[src/rtl/bcd_down_timer.sv]
// Two-digit BCD countdown timer with IDLE/RUN/EXPIRED control and optional auto-reload.
// CNT uses the same [7:4]/[3:0] digit layout as the BCD up-counter so both can share a display path.
module bcd_down_timer #(
  parameter bit AUTO_RELOAD = 1'b0
) (
  input  logic       CLK,
  input  logic       RST,
  input  logic       LD,
  input  logic [7:0] LD_VAL,
  input  logic       START,
  input  logic       STOP,
  input  logic       DEC,
  output logic [7:0] CNT,
  output logic       RUNNING,
  output logic       DONE,
  output logic       ERR
);

  typedef enum logic [1:0] {IDLE, RUN, EXPIRED} state_t;

  state_t     state, state_nx;
  logic [7:0] cnt_nx, rld, rld_nx, cnt_dec;
  logic       done_nx, err_nx, ld_ok;

  assign ld_ok   = (LD_VAL[7:4] <= 4'd9) && (LD_VAL[3:0] <= 4'd9);
  // Borrow from the upper digit when the lower digit is already zero.
  assign cnt_dec = (CNT[3:0] == 4'd0) ? {CNT[7:4] - 4'd1, 4'd9}
                                      : {CNT[7:4], CNT[3:0] - 4'd1};

  // Priority LD > STOP > START > DEC; only the highest asserted input acts.
  always_comb begin
    state_nx = state;
    cnt_nx   = CNT;
    rld_nx   = rld;
    done_nx  = 1'b0;
    err_nx   = ERR;
    if (LD) begin
      if (ld_ok) begin
        cnt_nx   = LD_VAL;
        rld_nx   = LD_VAL;
        err_nx   = 1'b0;
        state_nx = IDLE;
      end else begin
        err_nx = 1'b1;
      end
    end else if (STOP) begin
      if (state == RUN) state_nx = IDLE;
    end else if (START) begin
      if (state == IDLE && CNT != 8'h00) state_nx = RUN;
    end else if (DEC && state == RUN) begin
      if (CNT == 8'h01) begin
        done_nx = 1'b1;
        // A zero preset can never restart, so it expires even with reload enabled.
        if (AUTO_RELOAD && rld != 8'h00) begin
          cnt_nx = rld;
        end else begin
          cnt_nx   = 8'h00;
          state_nx = EXPIRED;
        end
      end else begin
        cnt_nx = cnt_dec;
      end
    end
  end

  always_ff @(posedge CLK or posedge RST) begin
    if (RST) begin
      state   <= IDLE;
      CNT     <= 8'h00;
      rld     <= 8'h00;
      RUNNING <= 1'b0;
      DONE    <= 1'b0;
      ERR     <= 1'b0;
    end else begin
      state   <= state_nx;
      CNT     <= cnt_nx;
      rld     <= rld_nx;
      RUNNING <= (state_nx == RUN);
      DONE    <= done_nx;
      ERR     <= err_nx;
    end
  end

endmodule

[config.mk]
export PLATFORM = sky130hd
export DESIGN_NAME = bcd_down_timer
export DESIGN_NICKNAME = d
export VERILOG_FILES = /design/src/rtl/bcd_down_timer.sv
export SDC_FILE = /design/constraint.sdc
export NUM_CORES = 1
export LEC_CHECK = 0
export ABC_CLOCK_PERIOD_IN_PS = 5700
export CORE_ASPECT_RATIO = 1.4
export CORE_UTILIZATION = 40
export CTS_BUF_LIST = sky130_fd_sc_hd__clkbuf_2
export DETAILED_ROUTE_END_ITERATION = 6
export PLACE_DENSITY = 0.76
export SYNTH_ARGS = -nofsm -noshare
export SYNTH_HDL_FRONTEND = slang
export SYNTH_SLANG_ARGS = --single-unit
[constraint.sdc]
create_clock -name CLK -period 5.7 [get_ports CLK]
set_clock_uncertainty 0.2 [all_clocks]
set_input_delay 0.855 -clock CLK [delete_from_list [all_inputs] [get_ports CLK]]
set_output_delay 0.855 -clock CLK [all_outputs]
set_load 0.01 [all_outputs]
======== Word level (Yosys, flattened, before mapping) ========
Index checks and enable logic that the tools add are counted.
cells by class
  add/sub/neg operators ................... 2
  magnitude comparators ................... 2
  eq/ne operators ......................... 6
  multiplexer cells ....................... 21
  reduce and logical (&&, ||, !) cells .... 10
operators with widths
  cell                                                                 number
  8-bit 2-to-1 mux                                                     7
  2-bit 2-to-1 mux                                                     8
  8-bit by 1-bit == test with 1-bit output (second input constant)     1
  4-bit less-or-equal comparator (second input constant)               2
  8-bit nonzero test                                                   1
  4-bit by 1-bit subtractor with 4-bit output (second input constant)  2
  1-bit 2-to-1 mux                                                     6
  5-bit AND reduction                                                  1
  2-bit by 1-bit == test with 1-bit output (second input constant)     2
  4-bit logical NOT                                                    1
  2-bit != test (second input constant)                                2
  4-bit AND reduction                                                  1
  1-bit logical AND                                                    3
  3-bit nonzero test                                                   1
  2-bit logical NOT                                                    1
  2-bit by 1-bit != test with 1-bit output (second input constant)     1
  2-bit nonzero test                                                   1
word-level totals
  flip-flop bits (word level) ............. 13
  output and inout bits ................... 11

======== Logic depth before layout (Yosys ltp) ========
Gate-level depths: netlist (run 1).
  word-level depth ........................ 7
  mapped depth ............................ 6

======== Least setup slack after synthesis (run 1) ========
OpenSTA, ideal clock, no wires.
  kind .................................... input port to flip-flop
  start ................................... input port LD_VAL[5]
  end ..................................... register CNT[4]
  library setup time ...................... 128 ps
  data arrival time ....................... 1784 ps
  data required time ...................... 5372 ps
  slack ................................... 3588 ps
  cell stages on the path ................. 4
  path buffers ............................ 0
  path through ............................ o21ai_1 -> nand3_1 -> o21ai_1 -> mux2_1
between the ends
  longest elaborated chain between the ends .. 4
RTL lines
  element                                                    RTL line  source
  start: declaration                                         9         input logic [7:0] LD_VAL,
  4-bit less-or-equal comparator                             25        assign ld_ok = (LD_VAL[7:4] <= 4'd9) && (LD_VAL[3:0] <= 4'd9);
  1-bit logical AND                                          25
  2-bit by 1-bit != test with 1-bit output (no source line)  -
  5-bit AND reduction (no source line)                       -
  end signal: assignment                                     76        CNT <= cnt_nx;
  end: declaration                                           13        output logic [7:0] CNT,
No other way between the ends.
A chain may end at the register's enable or synchronous reset.

======== Final worst setup path (run 1) ========
  start ................................... input port LD
  end ..................................... register CNT[4]
between the ends
  longest elaborated chain between the ends .. 2
  elaborated cells on any way between the ends .. 7
  classes of those cells .................. eq/ne: 3; mux: 1; reduce/logical: 3
RTL lines
  element                                                                            RTL line  source
  start: declaration                                                                 8         input logic LD,
  2-bit by 1-bit != test with 1-bit output (no source line) (tied with other cells)  -
  5-bit AND reduction (no source line)                                               -
Several ways; a longest one is shown, not always the timed one.

==> metrics.txt, run 1 <==
combined global-route utilization of all metal layers=19.45%; number of cells upsized or downsized after cts=0; startpoint class of the critical path=input port; peak per-stage delay on the critical path=850 ps; total CTS buffers=3; largest net degree at the start of global routing=18; number of antenna violations at the first check in global routing=0; FF+latch area=325.3 µm²; leading cell type by number of instances after synthesis=sky130_fd_sc_hd__dfrtp_1; post-detail-place hpwl=1436 µm; transition at the pin with the smallest max-transition slack=601.6 ps; Req. time, crit path=5650 ps; Area contributors post-synth=sky130_fd_sc_hd__dfrtp_1 (38%), sky130_fd_sc_hd__ha_1 (4.4%), sky130_fd_sc_hd__inv_1 (4.4%); list of cells traversed by the critical path=clkdlybuf4s50_1, nand3_1, o21ai_1, mux2_1; Clock Tree Buf Depth=2; headroom to the max-slew limit=59.77%; sequential fraction of the synthesis area=38.35%; unique cell type count in the Yosys netlist=41; root buffer selected by CTS=sky130_fd_sc_hd__clkbuf_2; count of final max-slew check failures=0; final setup slack of the worst path=2838 ps; initial core utilization=42.99%; Power per Cell Area=262.7 nW/µm²; kind of end point of the critical path=flip-flop; time the final worst path needs with I/O delays and setup=2862 ps; share of post-route cells with drive strength above 1=8.772%; area added between synthesis and finish=32.30%; number of cell instances on the worst register-to-register path=6; CP max FO=17; RSZ-0062 raised after global routing=false; Synth top cells by count=sky130_fd_sc_hd__dfrtp_1 (13), sky130_fd_sc_hd__inv_1 (10), sky130_fd_sc_hd__nor2_1 (6), sky130_fd_sc_hd__o211ai_1 (5); via count of the first global-routing pass=733; hold slack final=330.4 ps; Multi-input gate area=473.0 µm²; post-route clock period utilization=50.22%; drt first-iter violations=29; Post-Place Setup Slack=2600 ps; quantity of I/O buffers inserted on ports=24; area of the die=2312 µm²; syn avg cell area=9.532 µm²; count of endpoints failing hold in the final timing report=0; Post-Syn Area=848.3 µm²; number of cells on the worst hold path=2; outcome=finished, final reports clean; post-detailed-placement cell area=1102 µm²; Min-Delay Path Class=reg2reg; Layout Nets=132; first-pass GRT wire length=3229 µm; layer carrying the most global-route usage=met1; Synth top area share=38.35%; number of filler cells placed in the layout=176; ports placed on the boundary=25; critical path start-end classification=in2reg; total number of yosys warnings=0; met3 Resource Use GR=2.372%; Synthesized Nets=106; setup fix buffers added after clock tree synthesis=0; Final setup viols=0; post-synthesis instance total=89; ANT cells=0; Clock Sinks=13; max frequency=349.4 MHz; wire length per cell after detailed routing=14.47 µm; count of flip-flops with a built-in enable after synthesis=0; cell type with the highest aggregate area in the netlist=sky130_fd_sc_hd__dfrtp_1; total via count in the routed design=815; Detailed Route WL=1953 µm; Via-to-Cell Ratio=6.037; CTS Hold Bufs=0; highest-delay cell along the critical path=sky130_fd_sc_hd__clkdlybuf4s50_1; Die Y-Extent=56.49 µm; leakage power of the design=0.4530 nW; clk_lat worst skew=260 ps; GR Layer Usage met2=27.68%; number of storage elements in the synthesis netlist=13; Reg clk slew, reported paths=130 ps; final non-filler cell total=135; total grt overflow=0; Chip Width=40.92 µm; Peak supply drop=0.0001482 V; Antenna Nets Post-Route=0; Residual DRC=0; Post-synth ARST share=100.0%; global-route met1 utilization=29.19%; number of placement rows=19; final design area excluding fillers=1122 µm²; CTS H-tree depth=1; Pre-Repair DR Iteration Count=4; weighted congestion at the end of routability-driven global placement=0.8410; max capacitance violation total=0; most used flip-flop cell after synthesis=sky130_fd_sc_hd__dfrtp_1; TritonCTS clock tree=yes; Fin Setup TNS=0 ps; dpl cells=131; data arrival time of the worst path=2810 ps; Core Region=1973 µm²
==> sequential cells by signal (all words and copies together) (netlist names) <==
name / count
ERR: 1
RUNNING: 1
CNT: 8
DONE: 1
state: 2
==> where the power goes <==
group	internal (mW)	switching (mW)	leakage [nW]
Sequential	0.106	0.0221	0.162
Clock	0.0186	0.0292	0.0166
Combinational	0.0651	0.0533	0.275
Total	0.190	0.105	0.453
==> logic make-up (layout without fill, tap and decap cells) <==
group	Yosys count	count (layout)	share of synthesized area, %
AOI/OAI and AO/OA	29	29	27.43
adders and majority gates	3	3	4.425
buffers and inverters	13	38	5.899
DFF	13	13	38.35
muxes	2	2	2.507
and+or+nand+nor	29	29	21.39
==> stage by stage <==
stage               total power [mW]  util [%]
floorplan                     0.1968         -
global placement              0.2475     55.87
detailed placement            0.2488     55.87
CTS                           0.2985     56.88
global route                  0.3175     56.88
finish                        0.2948     56.88
==> per-layer routing <==
layer | wire length, µm | up-vias
met5 | 0 | -
met4 | 20 | 0
met3 | 114 | 2
met2 | 1010 | 32
met1 | 807 | 389
li1 | - | 392
==> critical path: cells and delay by family <==
kind	cells	cell delay [ps]
AO/OA/AOI/OAI	1	300
buffers and inverters	1	850
multiplexers	1	350
AND/OR/NAND/NOR	1	450
==> path summary, 6_finish.rpt <==
check | from | end | slack, ps
max | LD | CNT[4] | 2840
min | ERR | ERR | 330
max reg2reg | CNT[0] | CNT[4] | 3420
min reg2reg | ERR | ERR | 330
max in group asynchronous | RST | CNT[4] | 4270
min in group asynchronous | RST | DONE | 690
==> cell type report <==
| class | instances | area share (%) |
|---|---|---|
| clock buffers | 4 | 1.784 |
| inverters | 10 | 3.344 |
| multi-input cells | 63 | 42.14 |
| flip-flops and latches | 13 | 28.99 |
| well taps | 21 | 2.341 |
| repair buffers | 24 | 21.40 |
==> layout by cell type, fill, tap and decap left out, drive strengths merged, types with 2 or more instances in the layout <==
| master | netlist | routed |
|---|---|---|
| dfrtp | 13 | 13 |
| o211ai | 5 | 5 |
| o21ai | 5 | 5 |
| o21a | 3 | 3 |
| nor2 | 6 | 6 |
| clkbuf | 1 | 4 |
| or4 | 2 | 2 |
| nand2 | 4 | 4 |
| nor3 | 2 | 2 |
| ha | 3 | 3 |
| and3 | 2 | 2 |
| inv | 10 | 10 |
| nor3b | 2 | 2 |
| a2111oi | 2 | 2 |
| nand3 | 3 | 3 |
| a22oi | 2 | 2 |
| nor4 | 3 | 3 |
| clkdlybuf4s50 | 0 | 24 |
| a21oi | 3 | 3 |
Note: power is estimated with default switching activity, not from simulation.
==> run 2: changes to the inputs <==
--- a/config.mk
+++ b/config.mk
@@ -5,7 +5,7 @@
 export SDC_FILE = /design/constraint.sdc
 export NUM_CORES = 1
 export LEC_CHECK = 0
-export ABC_CLOCK_PERIOD_IN_PS = 5700
+export ABC_CLOCK_PERIOD_IN_PS = 2800
 export CORE_ASPECT_RATIO = 1.4
 export CORE_UTILIZATION = 40
 export CTS_BUF_LIST = sky130_fd_sc_hd__clkbuf_2
==> constraint.sdc (replaced) <==
create_clock -name CLK -period 2.8 [get_ports CLK]
set_clock_uncertainty 0.2 [all_clocks]
set_input_delay 0.42 -clock CLK [delete_from_list [all_inputs] [get_ports CLK]]
set_output_delay 0.42 -clock CLK [all_outputs]
set_load 0.01 [all_outputs]
==> metrics.txt, run 2 (synthesis results as in run 1) <==
count of final max-slew check failures=0 (unchanged); count of endpoints failing hold in the final timing report=0 (unchanged); time the final worst path needs with I/O delays and setup=2255 ps; max capacitance violation total=0 (unchanged); setup fix buffers added after clock tree synthesis=0 (unchanged); number of flip-flops under the largest register name=8 (unchanged); largest registers=CNT x8, state x2 (unchanged); kind of end point of the critical path=flip-flop (unchanged); number of cell instances on the worst register-to-register path=6 (unchanged); area added between synthesis and finish=34.96% (was 32.30%); largest net degree at the start of global routing=14 (was 18); combined global-route utilization of all metal layers=20.00% (was 19.45%); drt first-iter violations=26 (was 29); wire length per cell after detailed routing=14.66 µm (was 14.47 µm); Fin Setup TNS=0 ps (unchanged); Final setup viols=0 (unchanged); startpoint class of the critical path=flip-flop (was input port); most flop-heavy register=CNT (unchanged); Detailed Route WL=2023 µm (was 1953 µm); Min-Delay Path Class=in2async (was reg2reg); Critical Path Start=CNT[1] (was LD); hold slack final=239.3 ps (was 330.4 ps); Antenna Nets Post-Route=0 (unchanged); Clock Tree Buf Depth=2 (unchanged); post-detailed-placement cell area=1125 µm² (was 1102 µm²); post-detail-place hpwl=1498 µm (was 1436 µm); data arrival time of the worst path=2240 ps (was 2810 ps); final non-filler cell total=138 (was 135); area of the die=2312 µm² (unchanged); GR Layer Usage met2=29.24% (was 27.68%); root buffer selected by CTS=sky130_fd_sc_hd__clkbuf_2 (unchanged); outcome=finished, final reports clean (unchanged); Pre-Repair DR Iteration Count=4 (unchanged); Final Total Pwr=611.4 µW (was 294.8 µW); final core occ=58.02% (was 56.88%); global-route met1 utilization=28.21% (was 29.19%); Layout Nets=135 (was 132); worst r2r src=CNT[1] (was CNT[0]); transition at the pin with the smallest max-transition slack=505.7 ps (was 601.6 ps); clk_lat worst skew=290 ps (was 260 ps); post-route clock period utilization=80.55%; quantity of I/O buffers inserted on ports=24 (unchanged); total grt overflow=0 (unchanged); RSZ-0062 raised after global routing=false (unchanged); share of post-route cells with drive strength above 1=11.11% (was 8.772%); total via count in the routed design=814 (was 815); ports placed on the boundary=25 (unchanged); Core Region=1973 µm² (unchanged); max frequency=443.4 MHz; Req. time, crit path=2780 ps (was 5650 ps); final setup slack of the worst path=544.6 ps (was 2838 ps); Chip Width=40.92 µm (unchanged); leakage power of the design=0.4664 nW (was 0.4530 nW); CTS H-tree depth=1 (unchanged); Post-Place Setup Slack=400.1 ps (was 2600 ps); Via-to-Cell Ratio=5.899 (was 6.037); reg-to-reg slack, setup=540 ps (was 3420 ps); commonest cells after routing, fill and taps aside=sky130_fd_sc_hd__clkdlybuf4s50_1 (24), sky130_fd_sc_hd__dfrtp_1 (13), sky130_fd_sc_hd__inv_1 (10) (unchanged); number of antenna violations at the first check in global routing=0 (unchanged); via count of the first global-routing pass=754 (was 733); Residual DRC=0 (unchanged); Die Y-Extent=56.49 µm (unchanged); initial core utilization=42.99% (unchanged); end point of the critical path=CNT[4] (unchanged); dpl cells=134 (was 131); weighted congestion at the end of routability-driven global placement=0.7896 (was 0.8410); Reg clk slew, reported paths=130 ps (about the same); first-pass GRT wire length=3318 µm (was 3229 µm); headroom to the max-slew limit=66.25% (was 59.77%); commonest non-fill, non-tap cell in the layout=sky130_fd_sc_hd__clkdlybuf4s50_1 (unchanged); final design area excluding fillers=1145 µm² (was 1122 µm²); ANT cells=0 (unchanged); capture instance of the worst register-to-register path=CNT[4] (unchanged); Power per Cell Area=534.1 nW/µm² (was 262.7 nW/µm²); number of cells upsized or downsized after cts=0 (unchanged); CP max FO=5 (was 17); Clock Sinks=13 (unchanged); number of placement rows=19 (unchanged); met3 Resource Use GR=3.953% (was 2.372%); TritonCTS clock tree=yes (unchanged); Peak supply drop=0.0002662 V (was 0.0001482 V); critical path start-end classification=reg2reg (was in2reg); layer carrying the most global-route usage=met2 (was met1); total CTS buffers=3 (unchanged); CTS Hold Bufs=0 (unchanged)
-- run 2: cell types whose count changed in the layout (fill, tap and decap cells not counted), sizes merged --
cell	change
buf	+3
-- run 2: layout make-up --
cell class	count	area (µm²)
fill	187	828.3
tap	21	26.28
inverter	10	37.54
timing repair buffer	27	262.8
sequential	13	325.3
multi-input combinational	63	473.0
clock buffer	4	20.02
-- run 2: metal layers --
layer / vias up / routed length (µm)
met5: - / 0
met4: 0 / 36
met3: 5 / 88
met2: 23 / 964
met1: 395 / 934
li1: 391 / -
-- run 2: worst min path at each step --
stage	from	endpoint	cells past startpoint	slack (ps)
floorplan	RST	CNT[0]	1	100
global placement	ERR	ERR	2	280
detailed placement	ERR	ERR	2	280
CTS	RST	DONE	2	270
global route	RST	CNT[0]	2	310
finish	RST	RUNNING	2	240
-- run 2: power breakdown --
group          leakage, nW  switching, mW  total [mW]  internal (mW)
Combinational        0.288          0.111       0.246          0.135
Clock               0.0166         0.0669       0.105         0.0379
Sequential           0.162         0.0442       0.261          0.217
Total                0.466          0.222       0.611          0.389
-- run 2: worst max-delay path, cell delays in order, from the launching register on --
cell and delay [ps]:
sky130_fd_sc_hd__dfrtp_1 460, sky130_fd_sc_hd__inv_1 100, sky130_fd_sc_hd__ha_1 230, sky130_fd_sc_hd__nor3b_1 370, sky130_fd_sc_hd__a31oi_1 170, sky130_fd_sc_hd__o21ai_1 280, sky130_fd_sc_hd__mux2_1 350
==> run 3: changes to the inputs <==
--- a/config.mk
+++ b/config.mk
@@ -5,7 +5,7 @@
 export SDC_FILE = /design/constraint.sdc
 export NUM_CORES = 1
 export LEC_CHECK = 0
-export ABC_CLOCK_PERIOD_IN_PS = 2800
+export ABC_CLOCK_PERIOD_IN_PS = 2300
 export CORE_ASPECT_RATIO = 1.4
 export CORE_UTILIZATION = 40
 export CTS_BUF_LIST = sky130_fd_sc_hd__clkbuf_2
==> constraint.sdc (replaced) <==
create_clock -name CLK -period 2.3 [get_ports CLK]
set_clock_uncertainty 0.2 [all_clocks]
set_input_delay 0.345 -clock CLK [delete_from_list [all_inputs] [get_ports CLK]]
set_output_delay 0.345 -clock CLK [all_outputs]
set_load 0.01 [all_outputs]
==> metrics.txt, run 3 (synthesis results as in run 1) <==
outcome=finished, final reports clean (unchanged); Clock Tree Buf Depth=2 (unchanged); share of post-route cells with drive strength above 1=13.45% (was 11.11%); setup fix buffers added after clock tree synthesis=0 (unchanged); CP max FO=5 (unchanged); largest net degree at the start of global routing=14 (unchanged); number of antenna violations at the first check in global routing=0 (unchanged); initial core utilization=42.99% (unchanged); Layout Nets=137 (was 135); Min-Delay Path Class=in2async (unchanged); Fin Setup TNS=0 ps (unchanged); final core occ=58.97% (was 58.02%); Final Total Pwr=746.3 µW (was 611.4 µW); count of final max-slew check failures=0 (unchanged); CP bufs+invs=1 (unchanged); number of placement rows=19 (unchanged); Chip Width=40.92 µm (unchanged); first-pass GRT wire length=3408 µm (was 3318 µm); clock share of power=16.4% (was 17.1%); time the final worst path needs with I/O delays and setup=2134 ps (was 2255 ps); commonest cells after routing, fill and taps aside=sky130_fd_sc_hd__clkdlybuf4s50_1 (24), sky130_fd_sc_hd__dfrtp_1 (13), sky130_fd_sc_hd__inv_1 (10) (unchanged); commonest non-fill, non-tap cell in the layout=sky130_fd_sc_hd__clkdlybuf4s50_1 (unchanged); area added between synthesis and finish=37.17% (was 34.96%); CTS H-tree depth=1 (unchanged); max frequency=468.7 MHz (was 443.4 MHz); highest-delay cell along the critical path=sky130_fd_sc_hd__dfrtp_1 (unchanged); peak per-stage delay on the critical path=440 ps (was 460 ps); combinational power share=41.0% (was 40.2%); weighted congestion at the end of routability-driven global placement=0.8530 (was 0.7896); TritonCTS clock tree=yes (unchanged); kind of end point of the critical path=flip-flop (unchanged); part of the total power dissipated in sequential elements=42.6% (was 42.7%); Reg clk slew, reported paths=140 ps (was 130 ps); sw frac=35.84% (was 36.32%); total CTS buffers=3 (unchanged); Clock Sinks=13 (unchanged); root buffer selected by CTS=sky130_fd_sc_hd__clkbuf_2 (unchanged); ports placed on the boundary=25 (unchanged); wire length per cell after detailed routing=14.16 µm (was 14.66 µm); area of the die=2312 µm² (unchanged); count of endpoints failing hold in the final timing report=0 (unchanged); startpoint class of the critical path=flip-flop (unchanged); Detailed Route WL=1982 µm (was 2023 µm); Residual DRC=0 (unchanged); Antenna Nets Post-Route=0 (unchanged); kind of cell adding the most delay to the critical path=compound AO/OA/AOI/OAI gates (was flip-flops); most flop-heavy register=CNT (unchanged); transition at the pin with the smallest max-transition slack=511.3 ps (was 505.7 ps); leakage power of the design=0.4776 nW (was 0.4664 nW); Req. time, crit path=2270 ps (was 2780 ps); total grt overflow=0 (unchanged); critical path start-end classification=reg2reg (unchanged); number of cells upsized or downsized after cts=0 (unchanged); final setup slack of the worst path=166.5 ps (was 544.6 ps); Die Y-Extent=56.49 µm (unchanged); NetSw=267.4 µW (was 222.1 µW); CTS Hold Bufs=0 (unchanged); largest registers=CNT x8, state x2 (unchanged); via count of the first global-routing pass=831 (was 754); max capacitance violation total=0 (unchanged); number of flip-flops under the largest register name=8 (unchanged); Power per Cell Area=641.3 nW/µm² (was 534.1 nW/µm²); list of cells traversed by the critical path=inv_1, ha_1, nor3b_4, a31oi_1, o21ai_2, mux2_1 (was inv_1, ha_1, nor3b_1, a31oi_1, o21ai_1, mux2_1); drt first-iter violations=26 (unchanged); ANT cells=0 (unchanged); RSZ-0062 raised after global routing=false (unchanged); quantity of I/O buffers inserted on ports=24 (unchanged); Final setup viols=0 (unchanged); Pre-Repair DR Iteration Count=4 (unchanged); clk_lat worst skew=270 ps (was 290 ps); post-detail-place hpwl=1554 µm (was 1498 µm); Post-Place Setup Slack=98.09 ps (was 400.1 ps); Core Region=1973 µm² (unchanged); post-route clock period utilization=92.76% (was 80.55%); internal power component=478.8 µW (was 389.4 µW); Peak supply drop=0.0003372 V (was 0.0002662 V); data arrival time of the worst path=2110 ps (was 2240 ps); combined global-route utilization of all metal layers=20.57% (was 20.00%); headroom to the max-slew limit=65.87% (was 66.25%); Via-to-Cell Ratio=5.929 (was 5.899); total via count in the routed design=830 (was 814)
-- run 3: final cells by class --
class | instances | area (µm²)
clock buffers | 4 | 20.02
fillers | 177 | 809.5
inverters | 10 | 37.54
multi-input cells | 63 | 476.7
flip-flops and latches | 13 | 325.3
well taps | 21 | 26.28
repair buffers | 29 | 277.8
-- run 3: path summary, 6_finish.rpt --
kind	start	end	slack, ps	cells after the start
max in group asynchronous	RST	DONE	1370	2
worst max register to register	CNT[4]	CNT[4]	170	6
worst min register to register	ERR	ERR	330	2
worst min-delay path	RST	state[0]	180	2
worst max-delay path	CNT[4]	CNT[4]	170	6
min in group CLK	ERR	ERR	330	2
-- run 3: per-stage QoR --
stage                     hold WS (ps)  std cells  cell area, µm²
after floorplan                  21.96         89           848.3
after global placement           282.0        136            1140
after detailed placement         295.8        136            1140
after CTS                        201.6        140            1160
after global routing             238.8        140            1164
final                            177.2        140            1164
-- run 3: power by group through the flow --
stage	Clock (mW)	Combinational [mW]	Sequential [mW]
floorplan	0	0.161	0.327
global placement	0	0.301	0.321
detailed placement	0	0.306	0.323
CTS	0.126	0.307	0.318
global route	0.134	0.340	0.325
finish	0.122	0.306	0.318
-- run 3: per-layer routing --
metal / track usage, % / vias up / share of wire (%)
li1: - / 398 / -
met1: 27.76 / 398 / 41
met2: 31.47 / 28 / 53
met3: 2.372 / 6 / 3.9
met4: 9.048 / 0 / 2.2
met5: 0 / - / 0
==> variant: new RTL, settings of run 3 <==
The output `DONE` loses its register stage (`DONE` becomes a continuous assignment).
--- a/src/rtl/bcd_down_timer.sv
+++ b/src/rtl/bcd_down_timer.sv
@@ -69,17 +69,17 @@
       CNT     <= 8'h00;
       rld     <= 8'h00;
       RUNNING <= 1'b0;
-      DONE    <= 1'b0;
       ERR     <= 1'b0;
     end else begin
       state   <= state_nx;
       CNT     <= cnt_nx;
       rld     <= rld_nx;
       RUNNING <= (state_nx == RUN);
-      DONE    <= done_nx;
       ERR     <= err_nx;
     end
   end
 
+  assign DONE = done_nx;
+
 endmodule
 
Behaviour: not the same (Yosys sat finds a counterexample within 4 cycles, from zero or initial values and one cycle with RST high).
==> variant against run 3 <==
Synthesized area is 2.5% lower. Worst setup slack worse by 0.071 ns. Sequential cell count is 1 lower. Synthesized cell count stayed put. Count of clock-buffer cells in the layout is 1 lower. Critical path depth stayed put. Cell area is 8.2% higher. Sequential power is 8.2% lower. Power is 9.5% higher. Non-clock buffer count is 16 higher. Sequential share of layout area is 4.0 points lower. Routed wire length is 16% higher. Critical path type unchanged. Critical endpoint is now state[0].
==> variant: results (changes against run 3) <==
Max-slew headroom 67.0% (was 65.9%); IO buf count 24 (unchanged); worst slack at placement -0.106 ns (was 0.0981 ns); Hold Slack 0.158 ns (was 0.177 ns); status completed (unchanged); Iter 0 DRT Violations 27 (was 26); synth top area cells dfrtp_1 (36%), mux2i_1 (4.8%), o21ai_0 (4.8%) (was dfrtp_1 (38%), ha_1 (4.4%), inv_1 (4.4%)); Net Count, Synth 106 (unchanged); Post-CTS Setup Bufs 0 (unchanged); max incr delay on CP 0.52 ns (was 0.44 ns); wire length per cell 14.7 um (was 14.2 um); Leak Pwr 0.565 nW (was 0.478 nW); peak supply drop 432 uV (was 337 uV); reg2reg start CNT[0] (was CNT[4]); Routability Congestion 0.905 (was 0.853); critical path fanouts, max 4 (was 5); Post-synth top cells dfrtp_1 (12), inv_1 (8), o21ai_0 (8) (was dfrtp_1 (13), inv_1 (10), nor2_1 (6)); post-synth cell types 40 (was 41); vias in the first global route 869 (was 831); Via density 5.69 (was 5.93); total track usage 22.4% (was 20.6%); root buf cell clkbuf_2 (unchanged); r2r setup slk 0.1 ns (was 0.17 ns); Critical R2R Capture state[0] (was CNT[4]); Synth async-reset ratio 100% (unchanged); sequential share of the synthesized area 36.3% (was 38.3%); post-route insts no fill 157 (was 140); Antenna Diode Count 0 (unchanged); largest net degree at the start of global routing 13 (was 14); first-pass GRT wire length 3560 um (was 3410 um); Placement Cell Area 0.00123 sq mm (was 0.00114 sq mm); clk_lat worst skew 0.29 ns (was 0.27 ns); CTS H-tree depth 1 (unchanged); reg2reg path depth 6 (unchanged); Post-CTS Resized 1 (was 0); dpl cells 151 (was 136); crit path max-delay cell type or4b_4 (was dfrtp_1); layout cells sized above 1 25.0% (was 13.4%); detailed placer's ending HPWL 1820 um (was 1550 um)
## variant: area by class of cell
class | count | area (sq um)
Sequential cell | 12 | 302
Timing Repair Buffer | 45 | 393
Tap cell | 21 | 26.3
Clock inverter | 1 | 3.75
Fill cell | 165 | 691
Multi-Input combinational cell | 67 | 489
Inverter | 8 | 30.0
Clock buffer | 3 | 15.0
## variant: logic make-up after synthesis
group           Yosys count  share of synthesized area, %
simple gates             31                          23.3
compound gates           27                          23.8
flops                    12                          36.3
buf+inv                  10                          4.54
mux                       6                          7.56
fa+ha+maj                 3                          4.54
## variant: power breakdown
part / internal, mW / switching [mW] / leakage, nW
sequential: 0.253 / 0.0385 / 0.145
combinational: 0.236 / 0.173 / 0.406
clock: 0.0377 / 0.0782 / 0.0140
## variant: worst max-delay path, delay by kind of cell (launching register included)
| kind | cells | cell delay [ns] |
|---|---|---|
| buf+inv | 1 | 0.08 |
| fa+ha+maj | 1 | 0.17 |
| flops | 1 | 0.44 |
| compound gates | 1 | 0.22 |
| simple gates | 3 | 1.01 |
## variant: routing by layer
metal | up-vias | global-route usage, % | routed length, um
met1 | 428 | 24.9 | 879
met5 | - | 0 | 0
met2 | 31 | 38.3 | 1260
met3 | 5 | 3.20 | 127
met4 | 0 | 10.5 | 40
li1 | 429 | - | -
## variant: how the worst max path moves through the flow
| stage | depth (start not counted) | to | slack, ns | start |
|---|---|---|---|---|
| after floorplan | 6 | state[0] | 0.1 | CNT[0] |
| after global routing | 6 | state[0] | 0.02 | CNT[0] |
| after detailed placement | 5 | CNT[5] | -0.11 | STOP |
| final | 6 | state[0] | 0.1 | CNT[0] |
| after global placement | 5 | CNT[5] | -0.07 | STOP |
| after CTS | 6 | state[0] | 0.05 | CNT[0] |
